===== src/rtl/uart_pkg.sv =====
// rtl/uart_pkg.sv - shared UART constants and FSM state encoding
//
// Purpose: the state encoding, default divisor and frame shape used by the
//          UART transmitter and by anything that decodes its line.
// Ports:   none (package).
package uart_pkg;

   typedef enum logic [1:0] {
      ST_IDLE  = 2'd0,
      ST_START = 2'd1,
      ST_DATA  = 2'd2,
      ST_STOP  = 2'd3
   } uart_state_t;

   // 50 MHz system clock, 115200 baud
   localparam int UART_DEFAULT_CLK_DIV = 434;

   // 8N1 frame
   localparam int UART_DATA_BITS = 8;
   localparam int UART_STOP_BITS = 1;

endpackage


===== src/rtl/uart_tx_if.sv =====
// rtl/uart_tx_if.sv - byte write handshake into the UART transmitter
//
// Purpose: groups the valid/ready byte handshake feeding uart_tx.
// Ports:   i_wdata  byte to send
//          i_wvalid i_wdata valid this cycle
//          o_wready transmitter FIFO can accept a byte this cycle
// Modports: master = byte producer, slave = uart_tx.
interface uart_tx_if;

   logic [7:0] i_wdata;
   logic       i_wvalid;
   logic       o_wready;

   modport master (
      output i_wdata,
      output i_wvalid,
      input  o_wready
   );

   modport slave (
      input  i_wdata,
      input  i_wvalid,
      output o_wready
   );

endinterface


===== src/rtl/sync_fifo.sv =====
// rtl/sync_fifo.sv - single-clock FIFO with occupancy count
//
// Purpose: generic power-of-two-deep FIFO; read data is the head entry and is
//          valid whenever o_empty is low.
// Ports:   i_clk, i_rst   clock, asynchronous active-high reset
//          i_push/i_wdata write one entry (ignored when full)
//          i_pop          drop the head entry (ignored when empty)
//          o_rdata        head entry
//          o_full/o_empty occupancy flags from the registered count
//          o_count        entries held, 0..DEPTH
module sync_fifo #(
   parameter int WIDTH = 8,
   parameter int DEPTH = 16
) (
   input  logic                     i_clk,
   input  logic                     i_rst,
   input  logic                     i_push,
   input  logic [WIDTH-1:0]         i_wdata,
   input  logic                     i_pop,
   output logic [WIDTH-1:0]         o_rdata,
   output logic                     o_full,
   output logic                     o_empty,
   output logic [$clog2(DEPTH):0]   o_count
);

   localparam int AW = $clog2(DEPTH);

   logic [WIDTH-1:0] mem [DEPTH];
   logic [AW-1:0]    wr_ptr;
   logic [AW-1:0]    rd_ptr;
   logic [AW:0]      count;
   logic             do_push;
   logic             do_pop;

   assign do_push = i_push & ~o_full;
   assign do_pop  = i_pop & ~o_empty;

   assign o_full  = (count == (AW+1)'(DEPTH));
   assign o_empty = (count == '0);
   assign o_count = count;
   assign o_rdata = mem[rd_ptr];

   // storage needs no reset: entries are only read after being written
   always_ff @(posedge i_clk) begin
      if (do_push) begin
         mem[wr_ptr] <= i_wdata;
      end
   end

   // pointers wrap naturally at DEPTH since DEPTH is a power of two
   always_ff @(posedge i_clk or posedge i_rst) begin
      if (i_rst) begin
         wr_ptr <= '0;
         rd_ptr <= '0;
         count  <= '0;
      end else begin
         if (do_push) begin
            wr_ptr <= wr_ptr + 1'b1;
         end
         if (do_pop) begin
            rd_ptr <= rd_ptr + 1'b1;
         end
         case ({do_push, do_pop})
            2'b10:   count <= count + 1'b1;
            2'b01:   count <= count - 1'b1;
            default: count <= count;
         endcase
      end
   end

endmodule


===== src/rtl/uart_tx.sv =====
// rtl/uart_tx.sv - 8N1 UART transmitter with input byte FIFO
//
// Purpose: queues bytes from the write handshake and serialises each as
//          start bit, 8 data bits LSB first, one stop bit; each bit lasts
//          CLK_DIV clocks. Queued bytes go out back-to-back with no idle gap.
// Ports:   i_clk, i_rst  clock, asynchronous active-high reset
//          wr            byte handshake (i_wdata/i_wvalid in, o_wready out)
//          o_tx          serial line, idle high, registered
//          o_busy        FIFO non-empty or frame in progress, registered
module uart_tx
   import uart_pkg::*;
#(
   parameter int CLK_DIV    = UART_DEFAULT_CLK_DIV,
   parameter int FIFO_DEPTH = 16
) (
   input  logic     i_clk,
   input  logic     i_rst,
   uart_tx_if.slave wr,
   output logic     o_tx,
   output logic     o_busy
);

   localparam int              CW        = $clog2(CLK_DIV);
   localparam int              AW        = $clog2(FIFO_DEPTH);
   localparam logic [CW-1:0]   BAUD_LAST = CW'(CLK_DIV - 1);
   localparam logic [2:0]      LAST_BIT  = 3'(UART_DATA_BITS - 1);

   uart_state_t   state;
   logic [CW-1:0] baud_cnt;
   logic [2:0]    bit_idx;
   logic [7:0]    shift;

   logic          push;
   logic          pop;
   logic          baud_end;
   logic          fifo_full;
   logic          fifo_empty;
   logic [7:0]    fifo_rdata;
   logic [AW:0]   fifo_count;

   // ready comes from the registered count only, never from i_wvalid
   assign wr.o_wready = ~fifo_full;
   assign push        = wr.i_wvalid & ~fifo_full;
   assign baud_end    = (baud_cnt == BAUD_LAST);

   // a new frame is loaded from idle, or straight from the last stop-bit cycle
   assign pop = ~fifo_empty & ((state == ST_IDLE) | ((state == ST_STOP) & baud_end));

   sync_fifo #(
      .WIDTH (8),
      .DEPTH (FIFO_DEPTH)
   ) u_fifo (
      .i_clk   (i_clk),
      .i_rst   (i_rst),
      .i_push  (push),
      .i_wdata (wr.i_wdata),
      .i_pop   (pop),
      .o_rdata (fifo_rdata),
      .o_full  (fifo_full),
      .o_empty (fifo_empty),
      .o_count (fifo_count)
   );

   // o_tx and o_busy are registered from the current state, so the line
   // trails the state by one clock; every bit still lasts CLK_DIV clocks.
   always_ff @(posedge i_clk or posedge i_rst) begin
      if (i_rst) begin
         state    <= ST_IDLE;
         baud_cnt <= '0;
         bit_idx  <= '0;
         shift    <= '0;
         o_tx     <= 1'b1;
         o_busy   <= 1'b0;
      end else begin
         o_busy <= (state != ST_IDLE) || (fifo_count != '0);
         case (state)
            ST_IDLE: begin
               o_tx <= 1'b1;
               if (pop) begin
                  shift    <= fifo_rdata;
                  baud_cnt <= '0;
                  state    <= ST_START;
               end
            end
            ST_START: begin
               o_tx <= 1'b0;
               if (baud_end) begin
                  baud_cnt <= '0;
                  bit_idx  <= '0;
                  state    <= ST_DATA;
               end else begin
                  baud_cnt <= baud_cnt + 1'b1;
               end
            end
            ST_DATA: begin
               o_tx <= shift[0];
               if (baud_end) begin
                  baud_cnt <= '0;
                  shift    <= {1'b0, shift[7:1]};
                  if (bit_idx == LAST_BIT) begin
                     state <= ST_STOP;
                  end else begin
                     bit_idx <= bit_idx + 1'b1;
                  end
               end else begin
                  baud_cnt <= baud_cnt + 1'b1;
               end
            end
            ST_STOP: begin
               o_tx <= 1'b1;
               if (baud_end) begin
                  baud_cnt <= '0;
                  if (pop) begin
                     shift <= fifo_rdata;
                     state <= ST_START;
                  end else begin
                     state <= ST_IDLE;
                  end
               end else begin
                  baud_cnt <= baud_cnt + 1'b1;
               end
            end
            default: begin
               o_tx  <= 1'b1;
               state <= ST_IDLE;
            end
         endcase
      end
   end

endmodule


===== src/flat_wrapper.sv =====
// flat-port wrapper written by rule: the top's interface ports become plain ports
module uart_tx_flat import uart_pkg::*;
#(
   parameter int CLK_DIV    = UART_DEFAULT_CLK_DIV,
   parameter int FIFO_DEPTH = 16
)
  (i_clk, i_rst, o_tx, o_busy, wr_i_wdata, wr_i_wvalid, wr_o_wready);
  uart_tx_if wr_i ();
  input  logic i_clk;
  input  logic i_rst;
  output logic o_tx;
  output logic o_busy;
  input wire logic [$bits(wr_i.i_wdata)-1:0] wr_i_wdata;
  input wire logic [$bits(wr_i.i_wvalid)-1:0] wr_i_wvalid;
  output wire logic [$bits(wr_i.o_wready)-1:0] wr_o_wready;
  assign wr_i.i_wdata = wr_i_wdata;
  assign wr_i.i_wvalid = wr_i_wvalid;
  assign wr_o_wready = wr_i.o_wready;
  uart_tx #(.CLK_DIV(CLK_DIV), .FIFO_DEPTH(FIFO_DEPTH)) u_core (.i_clk(i_clk), .i_rst(i_rst), .wr(wr_i), .o_tx(o_tx), .o_busy(o_busy));
endmodule

===== config.mk =====
export PLATFORM = sky130hd
export DESIGN_NAME = uart_tx_flat
export DESIGN_NICKNAME = d
export VERILOG_FILES = /design/src/rtl/uart_pkg.sv /design/src/rtl/uart_tx_if.sv /design/src/rtl/sync_fifo.sv /design/src/rtl/uart_tx.sv /design/src/flat_wrapper.sv
export SDC_FILE = /design/constraint.sdc
export NUM_CORES = 1
export LEC_CHECK = 0
export CELL_PAD_IN_SITES_DETAIL_PLACEMENT = 1
export CELL_PAD_IN_SITES_GLOBAL_PLACEMENT = 1
export CORE_ASPECT_RATIO = 0.9
export CORE_MARGIN = 5
export CORE_UTILIZATION = 40
export CTS_BUF_LIST = sky130_fd_sc_hd__clkbuf_8
export DETAILED_ROUTE_END_ITERATION = 6
export DONT_BUFFER_PORTS = 1
export GPL_ROUTABILITY_DRIVEN = 1
export HOLD_SLACK_MARGIN = 0.12
export PLACE_DENSITY_LB_ADDON = 0.1
export SYNTH_ARGS = -nofsm -noshare
export SYNTH_HDL_FRONTEND = slang
export SYNTH_SLANG_ARGS = --single-unit

===== constraint.sdc =====
create_clock -name i_clk -period 2.9 [get_ports i_clk]
set_input_delay 0.29 -clock i_clk [delete_from_list [all_inputs] [get_ports i_clk]]
set_output_delay 0.29 -clock i_clk [all_outputs]
set_load 0.05 [all_outputs]

==> results.md, run 1 <==
* 0 — leftover overflow at the end of global routing
* built — TritonCTS clock tree
* 54.73% — fraction of post-synthesis cell area in the top cell type by area
* 3882 — overall via count from detail_route
* 15740 um — routed wire length
* 24470 um — global-route wire length before repair
* 0.007898 mm^2 — area of all placed cells without fillers
* 16.90% — tightest slew margin relative to the limit
* 16.16% — proportion of layout cells with a drive suffix above 1
* 165 — number of sinks driven by the clock tree
* 10380 um — estimated wirelength of the detail-placed design
* 1.237 ns — Worst-Margin Slew
* 371.3 MHz — maximum frequency from static timing analysis
* 1 — number of buffers and inverters on the critical path
* 15.61 um^2 — mean cell area of the mapped netlist
* 16.50% — all-layer global routing usage
* 149.7 um — Die X-Extent
* dfrtp_1 — crit path max-delay cell type
* 0 — Antenna Nets Post-Route
* 0.46 ns — clock latency of the later-clocked register in the worst-skew pair
* 0 — number of design rule violations left after detail routing
* 128 x edfxtp_1, 36 x dfrtp_1, 33 x mux2i_1 — top cells by count, synth
* edfxtp_1 — cell with the most instances after synthesis
* 2.693 ns — final critical path time including I/O delays and setup
* 0.02031 mm^2 — Die Footprint
* 12 — number of gates on the worst path with buffers counted
* edfxtp_1 55%, dfrtp_1 13%, mux4_2 5.1% — Synth area leaders
* 3.23 ns — WP data required
* 0.2065 ns — post-route worst setup slack
* edfxtp_1 — Synth Flop Type
* 40.27% — initial cell density of the core
* finished, final reports clean — status
* 0.2326 ns — final-layout worst hold slack
* clkbuf_8 — CTS Root Cell
* 2 — CTS Buffer Depth
* 3 — Hold Path Depth
* 0.007023 mm^2 — post-synth design cell area
* 165 — number of storage elements in the synthesis netlist
* register to register — CP Class
* 4131 — number of global-route vias before repair
* 0.43 ns — peak per-stage delay on the critical path
* 45.29% — Layout Utilization
* 0 — Max Slew Vio Count
* input port to register — worst min-delay path class
* 0 — count of buffers from port buffering
* 67.93% — share of synthesized area occupied by flip-flops and latches
* 48 — number of distinct standard cells referenced by the synthesized netlist
* 0.01579 ns — worst-case clock skew
* 2.818 nW — leakage power
* 0.01744 mm^2 — area inside the core boundary
* 3 — number of antenna violations at the first check in global routing
* 21.56 um — routed wirelength normalized by instance count
* 0.1557 ns — placement-stage worst setup slack
* register — startpoint types
* 5.318 — via count normalized by instance count
* 135.7 um — die span in y
* adder cells — family of cells with the greatest summed delay on the critical path
* 5 — largest driver fanout on the critical path
* 0 ns — summed negative setup slack over all endpoints
* 3.03 ns — signal arrival time at the worst endpoint
* 0.3849 mV — worst supply voltage drop on vdd
* 4 — number of search-and-repair iterations in the first detailed-routing pass
* 0 — max capacitance violation total
* 12.45% — layout overhead on the synthesized area
* 481 — Post-Synthesis Net Count
* 52 — pin count of the biggest net entering global routing
* 215 — drt first-iter violations
* 128 — EDFF count, synth
* 507 — number of nets in the layout
* 22.42% — Async SR Flop Fraction
* 4 — htree depth
* 0.7579 — final weighted congestion of routability-driven global placement
* inv_1 > ha_1 > and4bb_2 > nand3_1 > a21oi_1 > ha_2 > ha_1 > a21o_1 > a21oi_1 > xor2_1 > nor2_1 > xor2_1 — worst path cell trace
* 974.1 mW/mm^2 — power density relative to cell area
* 14 — I/O pin total
* 0 — count of yosys warnings during synthesis
* 1719 — Filler cells
* 0 — Hold Violations, Final
* register — crit path capture type
* 92.88% — fin crit share
* 450 — synthesized netlist cell count
* 12 — r2r worst-path depth
* 0.007367 mm^2 — cell area reported after detailed placement
* 0.09 ns — Reg clk slew, reported paths
* edfxtp_1 — library cell with the largest summed area after synthesis
* 46 — cell row count
* 0 — Setup-failing EPs final
* 17 — number of buffers created by CTS
[timing repair]
action                                  4_1_cts  5_1_grt
resized for setup                             0        1
endpoints found under the setup margin        0        1
hold buffers                                  9        0
endpoints found under the hold margin       144        0
buffers inserted                              0        2
[kinds of logic (layout without fill, tap and decap cells)]
group | after synthesis | count (layout) | synth area share [%]
multiplexers | 58 | 58 | 11.65
XOR/XNOR | 12 | 12 | 1.497
buffers and inverters | 33 | 72 | 2.031
AO/OA/AOI/OAI | 80 | 80 | 7.572
other | 0 | 1 | 0
adder cells (fa/ha/maj) | 20 | 20 | 3.670
AND/OR/NAND/NOR | 82 | 82 | 5.648
flip-flops | 165 | 165 | 67.93
[layer usage]
layer  vias up  wire length [um]  track usage (%)
li1       1790                 -                -
met3        17               436            3.981
met4         4               172            4.878
met1      2043              7729            23.33
met2        28              7383            25.50
met5         -                20                0
[state kept, by name, summed over array words and instances, names as in the netlist]
name / flops
u_core.u_fifo.wr_ptr: 4
u_core.shift: 8
u_core.state: 2
u_core.o_busy: 1
u_core.baud_cnt: 9
u_core.o_tx: 1
u_core.bit_idx: 3
u_core.u_fifo.o_count: 5
u_core.u_fifo.rd_ptr: 4
u_core.u_fifo.mem: 128
[area by class of cell]
cell class | count | area (um^2) | share of cell area (%)
Tap cell | 240 | 300.3 | 3.802
Timing Repair Buffer | 28 | 245.2 | 3.105
Antenna cell | 1 | 2.502 | 0.03169
Sequential cell | 165 | 4772 | 60.42
Clock inverter | 15 | 186.4 | 2.361
Clock buffer | 17 | 234.0 | 2.963
Inverter | 12 | 45.04 | 0.5703
Multi-Input combinational cell | 252 | 2112 | 26.74
[where the power goes]
group / internal, mW / leakage [nW] / total (mW) / switching, mW
Combinational: 1.18 / 0.996 / 2.70 / 1.52
Clock: 0.929 / 0.214 / 1.78 / 0.846
Sequential: 2.95 / 1.61 / 3.22 / 0.274
[worst paths after layout]
check	startpoint	to	slack [ns]
max	u_core.baud_cnt[1]	u_core.u_fifo.o_count[4]	0.21
min	wr_i_wvalid	u_core.u_fifo.wr_ptr[0]	0.23
max reg2reg	u_core.baud_cnt[1]	u_core.u_fifo.o_count[4]	0.21
min reg2reg	u_core.baud_cnt[8]	u_core.baud_cnt[8]	0.49
max in group asynchronous	i_rst	u_core.o_tx	1.78
min in group asynchronous	i_rst	u_core.baud_cnt[7]	0.40
[through the flow]
step	instances	power [mW]
6_report	730	7.693
5_1_grt	729	8.189
4_1_cts	727	7.771
3_5_place_dp	686	5.940
3_3_place_gp	686	5.883
2_1_floorplan	450	5.162
[tightest hold or removal path, stage by stage]
cell and delay [ns]:
and2_1 0.12, buf_4 0.17, xnor2_1 0.07
[cells in the final DEF (no fill, tap or decap), types with 4 or more instances in the layout]
cell type / netlist / layout
bufinv_16: 0 / 4
inv_1: 10 / 12
nand2_1: 23 / 23
a221oi_1: 16 / 16
a31oi_1: 10 / 10
nor2_1: 28 / 28
a22oi_1: 10 / 10
buf_4: 0 / 18
nand3_1: 7 / 7
and2_1: 4 / 4
a21oi_1: 5 / 5
edfxtp_1: 128 / 128
mux4_2: 16 / 16
dfrtp_1: 36 / 35
mux2i_1: 33 / 33
clkinv_1: 2 / 4
mux2_4: 7 / 7
dlygate4sd3_1: 0 / 9
xnor2_1: 7 / 7
ha_1: 19 / 18
clkbuf_8: 0 / 17
nor3_1: 5 / 5
xor2_1: 5 / 5
o21ai_0: 26 / 26
(Power assumes the default switching activity.)
==> inputs of run 2 (changes only) <==
==> constraint.sdc (replaced) <==
create_clock -name i_clk -period 2.9 [get_ports i_clk]
set_input_delay 0.29 -clock i_clk [delete_from_list [all_inputs] [get_ports i_clk]]
set_output_delay 0.29 -clock i_clk [all_outputs]
set_load 0.02 [all_outputs]
==> run 2 against run 1 <==
Against the previous run:
- highest routed layer is now met4
- cell area hardly changed
- via count down 1.5%
- largest cell class unchanged
- critical path depth is 2 lower
- wire length shrank 3.7%
- combinational power about the same
- register-to-register slack lost 0.04 ns
- total power shrank 2.4%
- first-iteration DRC count increased by 0.93%
==> results.md, run 2 (synthesis results as in run 1) <==
* 2.821 nW — leakage power, was 2.818 nW
* 0.1028 ns — placement-stage worst setup slack, was 0.1557 ns
* register to register — CP Class, unchanged
* 0.4936 mV — worst supply voltage drop on vdd, was 0.3849 mV
* 365.5 MHz — maximum frequency from static timing analysis, was 371.3 MHz
* 5 — largest driver fanout on the critical path, unchanged
* 3.05 ns — signal arrival time at the worst endpoint, was 3.03 ns
* u_core.u_fifo.wr_ptr[0] — destination of the worst hold path, unchanged
* 2.736 ns — final critical path time including I/O delays and setup, was 2.693 ns
* 0 — count of buffers from port buffering, unchanged
* 128 x edfxtp_1, 35 x dfrtp_1, 33 x mux2i_1 — most used cells in the layout excluding fill and tap cells, unchanged
* 128 — flip-flop count of the largest register, all copies and words added, unchanged
* 0.7851 — final weighted congestion of routability-driven global placement, was 0.7579
* u_core.u_fifo.mem — register ranked first by flip-flop count, unchanged
* 94.34% — fin crit share, was 92.88%
* 0.1640 ns — post-route worst setup slack, was 0.2065 ns
* 10380 um — estimated wirelength of the detail-placed design, about the same
* 24160 um — global-route wire length before repair, was 24470 um
* 0.007405 mm^2 — cell area reported after detailed placement, was 0.007367 mm^2
* 951.2 mW/mm^2 — power density relative to cell area, was 974.1 mW/mm^2
* 0.16 ns — worst reg-to-reg setup slack, was 0.21 ns
* clkbuf_8 — CTS Root Cell, unchanged
* 165 — number of sinks driven by the clock tree, unchanged
* 0 — number of antenna violations at the first check in global routing, was 3
* 12.36% — layout overhead on the synthesized area, was 12.45%
* 15160 um — routed wire length, was 15740 um
* 46 — cell row count, unchanged
* 17 — number of buffers created by CTS, unchanged
* 0 — Antenna Nets Post-Route, unchanged
* register — crit path capture type, unchanged
* 0 — Max Slew Vio Count, unchanged
* 0 — max capacitance violation total, unchanged
* 14 — I/O pin total, unchanged
* 4 — number of search-and-repair iterations in the first detailed-routing pass, unchanged
* 40.27% — initial cell density of the core, unchanged
* 35.78% — tightest slew margin relative to the limit, was 16.90%
* u_core.u_fifo.o_count[3] — origin of the critical flop-to-flop path, was u_core.baud_cnt[1]
* 5.208 — via count normalized by instance count, was 5.318
* 0.44 ns — clock latency of the later-clocked register in the worst-skew pair, was 0.46 ns
* 52 — pin count of the biggest net entering global routing, unchanged
* 4042 — number of global-route vias before repair, was 4131
* 2 — CTS Buffer Depth, unchanged
* 0 ns — summed negative setup slack over all endpoints, unchanged
* 135.7 um — die span in y, unchanged
* 0 — number of design rule violations left after detail routing, unchanged
* 0.9623 ns — Worst-Margin Slew, was 1.237 ns
* 17.41% — proportion of layout cells with a drive suffix above 1, was 16.16%
* 0.007891 mm^2 — area of all placed cells without fillers, was 0.007898 mm^2
* 1710 — Filler cells, was 1719
* 3823 — overall via count from detail_route, was 3882
* no — setup repair after global routing missed its margin
* 4 — htree depth, unchanged
* 217 — drt first-iter violations, was 215
* 0.09 ns — Reg clk slew, reported paths, about the same
* finished, final reports clean — status, unchanged
* 0.01517 ns — worst-case clock skew, was 0.01579 ns
* 3.22 ns — WP data required, was 3.23 ns
* 0 — leftover overflow at the end of global routing, unchanged
* input port to register — worst min-delay path class, unchanged
* 0.02031 mm^2 — Die Footprint, unchanged
* 512 — number of nets in the layout, was 507
* 3 — Hold Path Depth, unchanged
* 0 — Setup-failing EPs final, unchanged
* 0 — Hold Violations, Final, unchanged
* u_core.u_fifo.mem: 128 flops, u_core.baud_cnt: 9 flops, u_core.shift: 8 flops — largest registers, unchanged
* u_core.u_fifo.o_count[4] — worst reg2reg endpoint, unchanged
* 0 — antenna diode instance count, was 1
* 0.01744 mm^2 — area inside the core boundary, unchanged
* 20.65 um — routed wirelength normalized by instance count, was 21.56 um
* 149.7 um — Die X-Extent, unchanged
* built — TritonCTS clock tree, unchanged
* wr_i_wvalid — source of the worst hold timing path, unchanged
* register — startpoint types, unchanged
* 15.93% — all-layer global routing usage, was 16.50%
* 10 — r2r worst-path depth, was 12
* edfxtp_1 — most frequent standard cell in the layout excluding fill and tap cells, unchanged
-- run 2: how the worst max path moves through the flow --
stage               cells past startpoint                startpoint                  endpoint  slack (ns)
finish                                 10  u_core.u_fifo.o_count[3]  u_core.u_fifo.o_count[4]        0.16
global route                           10  u_core.u_fifo.o_count[3]  u_core.u_fifo.o_count[4]        0.01
CTS                                    12        u_core.baud_cnt[1]  u_core.u_fifo.o_count[4]        0.08
detailed placement                     12        u_core.baud_cnt[1]  u_core.u_fifo.o_count[4]        0.10
global placement                       10  u_core.u_fifo.o_count[0]  u_core.u_fifo.o_count[4]        0.21
floorplan                              10  u_core.u_fifo.o_count[0]  u_core.u_fifo.o_count[4]        0.20
-- run 2: worst max-delay path, stage by stage (launching register included) --
cell     delay [ns]
dfrtp_1        0.43
or4_4          0.53
nor2_1         0.20
a21oi_2        0.07
ha_2           0.23
fa_1           0.41
a21o_1         0.18
a21oi_1        0.19
xor2_1         0.17
nor2_1         0.07
xor2_1         0.14
-- run 2: where the power goes --
group / switching (mW) / internal, mW / total, mW
clock: 0.897 / 0.702 / 1.60
sequential: 0.281 / 2.94 / 3.23
combinational: 1.50 / 1.19 / 2.68
total: 2.67 / 4.83 / 7.51
-- run 2: layout make-up --
class	count	area, um^2	area share, %
sequential	165	4772	60.47
multi-input combinational	252	2116	26.81
tap	240	300.3	3.805
timing repair buffer	33	282.8	3.583
clock buffer	17	234.0	2.965
clock inverter	15	141.4	1.792
inverter	12	45.04	0.5708
-- run 2: what timing repair did --
item                       CTS  global route
setup buffers                0             2
hold endpoints to repair   150             0
gates resized for setup      0             2
setup endpoints to repair    0             1
hold buffers                 9             0
-- run 2: through the flow --
stage	power (mW)	std cells	utilization, %	hold slack (ns)
6_report	7.506	734	45.25	0.2323
5_1_grt	7.994	734	45.25	0.2383
3_3_place_gp	5.878	691	42.46	0.3899
4_1_cts	7.603	732	45.13	0.1911
2_1_floorplan	5.136	450	-	0.3889
3_5_place_dp	5.951	691	42.46	0.3901
-- run 2: metal layers --
| layer | global-route usage (%) | wire, um | vias up |
|---|---|---|---|
| met1 | 22.77 | 7231 | 1970 |
| met4 | 2.896 | 102 | 0 |
| met3 | 3.948 | 491 | 6 |
| met5 | 0 | 0 | - |
| met2 | 25.18 | 7333 | 42 |
| li1 | - | - | 1805 |
